## src/rtl/matmul_feeder.sv

```systemverilog
// Streams two 4x4 byte matrices into memory, kicks the matmul engine, waits for
// completion with timeouts, then reads back and presents the pooled 2x2 result.
module matmul_feeder #(
  parameter logic [9:0]  A_BASE        = 10'h000,
  parameter logic [9:0]  B_BASE        = 10'h100,
  parameter logic [9:0]  C_BASE        = 10'h200,
  parameter int unsigned DONE_TIMEOUT  = 1024,
  parameter int unsigned START_TIMEOUT = 16
) (
  input  logic        clk,
  input  logic        rstn,
  input  logic        s_valid,
  output logic        s_ready,
  input  logic [31:0] s_data,
  output logic        wr_en,
  output logic [9:0]  wr_addr,
  output logic [31:0] wr_data,
  output logic        mm_kick_start,
  input  logic        mm_ready,
  output logic        rd_en,
  output logic [9:0]  rd_addr,
  input  logic [31:0] rd_data,
  output logic        res_valid,
  input  logic        res_ready,
  output logic [31:0] res_data,
  output logic        busy,
  output logic        err
);

  typedef enum logic [2:0] {
    IDLE, LOAD, KICK, WAIT_START, WAIT_DONE, READ, CAPT, OUT
  } state_t;

  localparam int unsigned TMAX = (DONE_TIMEOUT > START_TIMEOUT) ? DONE_TIMEOUT : START_TIMEOUT;
  localparam int unsigned TW   = $clog2(TMAX + 1);

  state_t        state_q, state_d;
  logic [2:0]    cnt_q, cnt_d;
  logic [TW-1:0] tmr_q, tmr_d;
  logic          err_q, err_d;
  logic          wr_en_q, wr_en_d;
  logic [9:0]    wr_addr_q, wr_addr_d;
  logic [31:0]   wr_data_q, wr_data_d;
  logic          kick_q, kick_d;
  logic [31:0]   res_data_q, res_data_d;
  logic          accept;

  // Gated by rstn so the input handshake is closed while reset is held.
  assign s_ready = rstn && (((state_q == IDLE) && mm_ready) || (state_q == LOAD));
  assign accept  = s_valid && s_ready;

  always_comb begin
    state_d    = state_q;
    cnt_d      = cnt_q;
    tmr_d      = tmr_q;
    err_d      = err_q;
    wr_en_d    = 1'b0;
    wr_addr_d  = wr_addr_q;
    wr_data_d  = wr_data_q;
    kick_d     = 1'b0;
    res_data_d = res_data_q;

    if (accept) begin
      cnt_d     = cnt_q + 3'd1;
      wr_en_d   = 1'b1;
      wr_addr_d = cnt_q[2] ? (B_BASE + {8'b0, cnt_q[1:0]}) : (A_BASE + {8'b0, cnt_q[1:0]});
      wr_data_d = s_data;
    end

    unique case (state_q)
      IDLE: begin
        if (accept) begin
          state_d = LOAD;
          err_d   = 1'b0;
        end
      end
      LOAD: begin
        if (accept && (cnt_q == 3'd7)) state_d = KICK;
      end
      // Kick is registered so it lands one cycle after the final B write.
      KICK: begin
        kick_d  = 1'b1;
        tmr_d   = '0;
        state_d = WAIT_START;
      end
      WAIT_START: begin
        if (!mm_ready) begin
          tmr_d   = '0;
          state_d = WAIT_DONE;
        end else if (tmr_q == TW'(START_TIMEOUT - 1)) begin
          err_d   = 1'b1;
          state_d = IDLE;
        end else begin
          tmr_d = tmr_q + 1'b1;
        end
      end
      WAIT_DONE: begin
        if (mm_ready) begin
          state_d = READ;
        end else if (tmr_q == TW'(DONE_TIMEOUT - 1)) begin
          err_d   = 1'b1;
          state_d = IDLE;
        end else begin
          tmr_d = tmr_q + 1'b1;
        end
      end
      READ: state_d = CAPT;
      CAPT: begin
        res_data_d = rd_data;
        state_d    = OUT;
      end
      OUT: begin
        if (res_ready) state_d = IDLE;
      end
      default: state_d = IDLE;
    endcase
  end

  always_ff @(posedge clk) begin
    if (!rstn) begin
      state_q    <= IDLE;
      cnt_q      <= '0;
      tmr_q      <= '0;
      err_q      <= 1'b0;
      wr_en_q    <= 1'b0;
      wr_addr_q  <= '0;
      wr_data_q  <= '0;
      kick_q     <= 1'b0;
      res_data_q <= '0;
    end else begin
      state_q    <= state_d;
      cnt_q      <= cnt_d;
      tmr_q      <= tmr_d;
      err_q      <= err_d;
      wr_en_q    <= wr_en_d;
      wr_addr_q  <= wr_addr_d;
      wr_data_q  <= wr_data_d;
      kick_q     <= kick_d;
      res_data_q <= res_data_d;
    end
  end

  assign wr_en         = wr_en_q;
  assign wr_addr       = wr_addr_q;
  assign wr_data       = wr_data_q;
  assign mm_kick_start = kick_q;
  assign rd_en         = (state_q == READ);
  assign rd_addr       = rd_en ? C_BASE : '0;
  assign res_valid     = (state_q == OUT);
  assign res_data      = res_data_q;
  assign busy          = (state_q != IDLE);
  assign err           = err_q;

endmodule
```

## config.mk

```make
export PLATFORM = sky130hd
export DESIGN_NAME = matmul_feeder
export DESIGN_NICKNAME = d
export VERILOG_FILES = /design/src/rtl/matmul_feeder.sv
export SDC_FILE = /design/constraint.sdc
export NUM_CORES = 1
export LEC_CHECK = 0
export BUFFER_PORTS_ARGS = -buffer_cell sky130_fd_sc_hd__clkbuf_2
export CAP_MARGIN = 5
export CORE_MARGIN = 2
export CORE_UTILIZATION = 45
export CTS_CLUSTER_DIAMETER = 40
export DETAILED_ROUTE_END_ITERATION = 10
export PLACE_DENSITY = 0.77
export SETUP_SLACK_MARGIN = 0.1
export SLEW_MARGIN = 30
export SYNTH_ARGS = -nofsm -noshare
export SYNTH_HDL_FRONTEND = slang
export SYNTH_SLANG_ARGS = --single-unit
```

## constraint.sdc

```tcl
create_clock -name clk -period 3.85 [get_ports clk]
set_clock_uncertainty 0.1 [all_clocks]
set_input_delay 0.77 -clock clk [delete_from_list [all_inputs] [get_ports clk]]
set_output_delay 0.77 -clock clk [all_outputs]
set_load 0.1 [all_outputs]
```

==> reports/results.ini <==
[status]
status=completed

[clocking]
clock-sinks=87
ctsRootBufferMaster=sky130_fd_sc_hd__clkbuf_8
post_cts_repair_setup_buffers=0
cts_tree=yes
post_cts_resized=0
tritoncts.num_buffers=9
clkSlewWorstSetupHoldPaths_ns=0.09
cts_buffer_depth=2
ctsHtreeMaxLevel=3
hold_buffers=0
worst_skew_pair.late_latency_ns=0.34

[timing]
grt_setup_unrepaired=no
min_clock_period_post_route_ns=2.86
timing.final.hold_violations=0
tns_ns=0
worst_pin_slew_ns=0.656
setup-violations-final=0
maxSlewHeadroom_pct=56.0
final.setup.worst_slack_ns=0.986
period_utilization_post_route_pct=74.4
timing_max_transition_violations_final=0
max_freq_ghz=0.349

[synthesis]
netlist_area_before_placement_um2=3650
post_synth.cell_area_avg_um2=8.16
synth-compound-area-share_pct=17.6
synthAdderAreaFrac_pct=1.03
synth_mux_area_share_pct=0.548
post_synth_inst_count=448
post_synth_and_or_nand_nor_area_fraction_pct=25.3
count_of_synthesis_stage_warnings_from_yosys=0
main_combinational_cell_family_by_area_after_synthesis=simple AND/OR/NAND/NOR gates
seq_area_frac_synth_pct=47.7
xor_and_xnor_fraction_of_the_mapped_netlist_area_pct=0.479
postSynthRegisterBits=87
yosys.cell_types.count=46

[layout]
final_cell_mix=sky130_fd_sc_hd__nand2_1, sky130_fd_sc_hd__clkbuf_2, sky130_fd_sc_hd__dfxtp_1, sky130_fd_sc_hd__o21ai_0, sky130_fd_sc_hd__a21boi_0
post_route_cells_drive_above_1_share_pct=29.4
layout.cells.most_common=sky130_fd_sc_hd__nand2_1
layout-area-overhead-vs-synth_pct=25.2
antenna-diode-count=0
layout.nets=646

[worst_hold_path]
hold-path-cell-count=2
min_path_type=flip-flop to flip-flop
hold_path_startpoint=wr_data[6]$_SDFFE_PN0P_

[grt]
first_global_vias=3097
grt_max_degree=51
antenna_found_initial=0
grt_first_pass_wirelength_mm=13.6
grt_overflow=0
global_route.usage.total_pct=19.1

[floorplanning]
floorplan.die_area_um2=8860
die_w_um=94.1
fp-row-count=32
start_util_pct=46.8
die_y_um=94.1
placeableCoreArea_um2=7810
pin_count=160

[placed_design]
io_buffers=143
place_congestion=0.814
detailedPlacementHpwl_mm=5.86
preCtsSetupSlack_ns=1.10

[worst_setup_path]
start_kind=flip-flop
worstSetupStartpoint=state_q[0]$_SDFFE_PN0P_
regToRegStartpoint=state_q[0]$_SDFFE_PN0P_
critPathMaxFanout=20
worstPathRequired_ns=2.98
timing.critical_path.to_type=primary output
worst-setup-path-type=flip-flop to primary output
reg2regPathDepth=5
cp.arrival_ns=1.99

[routing]
detailedRoute.firstPassIterationCount=4
dr.first_iter.drc_count=147
drc=0
routed_wl_mm=8.22
wire_per_inst_um=12.1
antenna_violating_nets_post_route=0
route.vias.total=3346
vias_per_cell=4.92

[power_and_ir_drop]
pwr_density_cell_nw_per_um2=446
leakage_power_nw=1.92
ir_worst_vdd_uv=273

[job]
max_capacitance_violation_total=0

==> synth_stat cells (all sizes together) <==
cell     number  area share [%]
or3          10             1.7
conb          1            0.10
xor2          1            0.24
nor3b         4            0.82
o31ai         3            0.62
o21ai        45             6.2
clkbuf       20             2.1
o311a         1            0.27
or4           3            0.72
inv           2            0.21
or2           2            0.34
nor3          2            0.58
o22ai         1            0.17
nand4         4            0.68
nand2b        3            0.51
and3          1            0.17
mux2i         2            0.55
and3b         1            0.24
buf          27             5.1
nand2       150              15
a21boi       35             7.2
and2          2            0.34
nor4          1            0.58
nor2b         3            0.51
nand3         7             1.3
nor2          6            0.62
nor4b         1            0.24
xnor2         1            0.24
o22a          1            0.48
ha            3             1.0
o221ai        2            0.65
o2bb2ai       1            0.24
a21oi        13             1.8
and4          1            0.24
dfxtp        87              48
nand4b        1            0.24
==> metal layers <==
metal / GRT usage [%] / up-vias / routed length, um
met5: 0 / - / 0
met2: 32.4 / 123 / 3880
met4: 7.25 / 0 / 84
met3: 5.06 / 6 / 685
met1: 23.1 / 1502 / 3560
li1: - / 1715 / -
==> per-stage QoR <==
| stage | std cells | total power (W) | hold WS (ns) | area, um2 | utilization (%) |
|---|---|---|---|---|---|
| 5_1_grt | 680 | 0.00212 | 0.390 | 4570 | 58.6 |
| 3_3_place_gp | 665 | 0.00131 | 0.340 | 4340 | 55.6 |
| 4_1_cts | 680 | 0.00206 | 0.366 | 4570 | 58.6 |
| 3_5_place_dp | 665 | 0.00131 | 0.351 | 4340 | 55.6 |
| 2_1_floorplan | 463 | 0.00126 | 0.343 | 3710 | - |
| 6_report | 680 | 0.00204 | 0.361 | 4570 | 58.6 |
==> worst max-delay path, cell delays in order, from the launching register on <==
cell and delay, ns:
sky130_fd_sc_hd__dfxtp_1 0.75, sky130_fd_sc_hd__or2_1 0.24, sky130_fd_sc_hd__and3_1 0.20, sky130_fd_sc_hd__clkbuf_2 0.47
==> path summary, 6_finish.rpt <==
check                                               end  slack [ns]
worst min register to register  wr_data[6]$_SDFFE_PN0P_        0.36
worst min-delay path            wr_data[6]$_SDFFE_PN0P_        0.36
worst max-delay path                            s_ready        0.99
worst max register to register  state_q[1]$_SDFFE_PN0P_        1.55
==> sequential cells by signal, indices dropped and copies added, names as in the netlist <==
| register | count |
|---|---|
| res_data | 32 |
| wr_data | 32 |
| tmr_q | 11 |
| cnt_q | 3 |
| state_q | 3 |
| wr_addr | 3 |
| err | 1 |
| mm_kick_start | 1 |
| wr_en | 1 |
==> logic make-up after synthesis <==
logic type | Yosys count
buf+inv | 49
other cells | 1
mux | 2
simple gates | 202
fa+ha+maj | 3
xor+xnor | 2
compound gates | 102
flops | 87
==> final cells by class <==
type / count / area (um2)
Tap cell: 102 / 128
Sequential cell: 87 / 1740
Clock buffer: 10 / 128
Timing Repair Buffer: 147 / 758
Multi-Input combinational cell: 327 / 1700
Inverter: 2 / 7.51
Clock inverter: 5 / 106
Fill cell: 733 / 3230
==> power breakdown <==
part           switching [W]  total, W  internal [W]
Clock               0.000319  0.000749      0.000430
Combinational       0.000293  0.000353     0.0000606
Sequential         0.0000158  0.000939      0.000923
(Power assumes the default switching activity.)
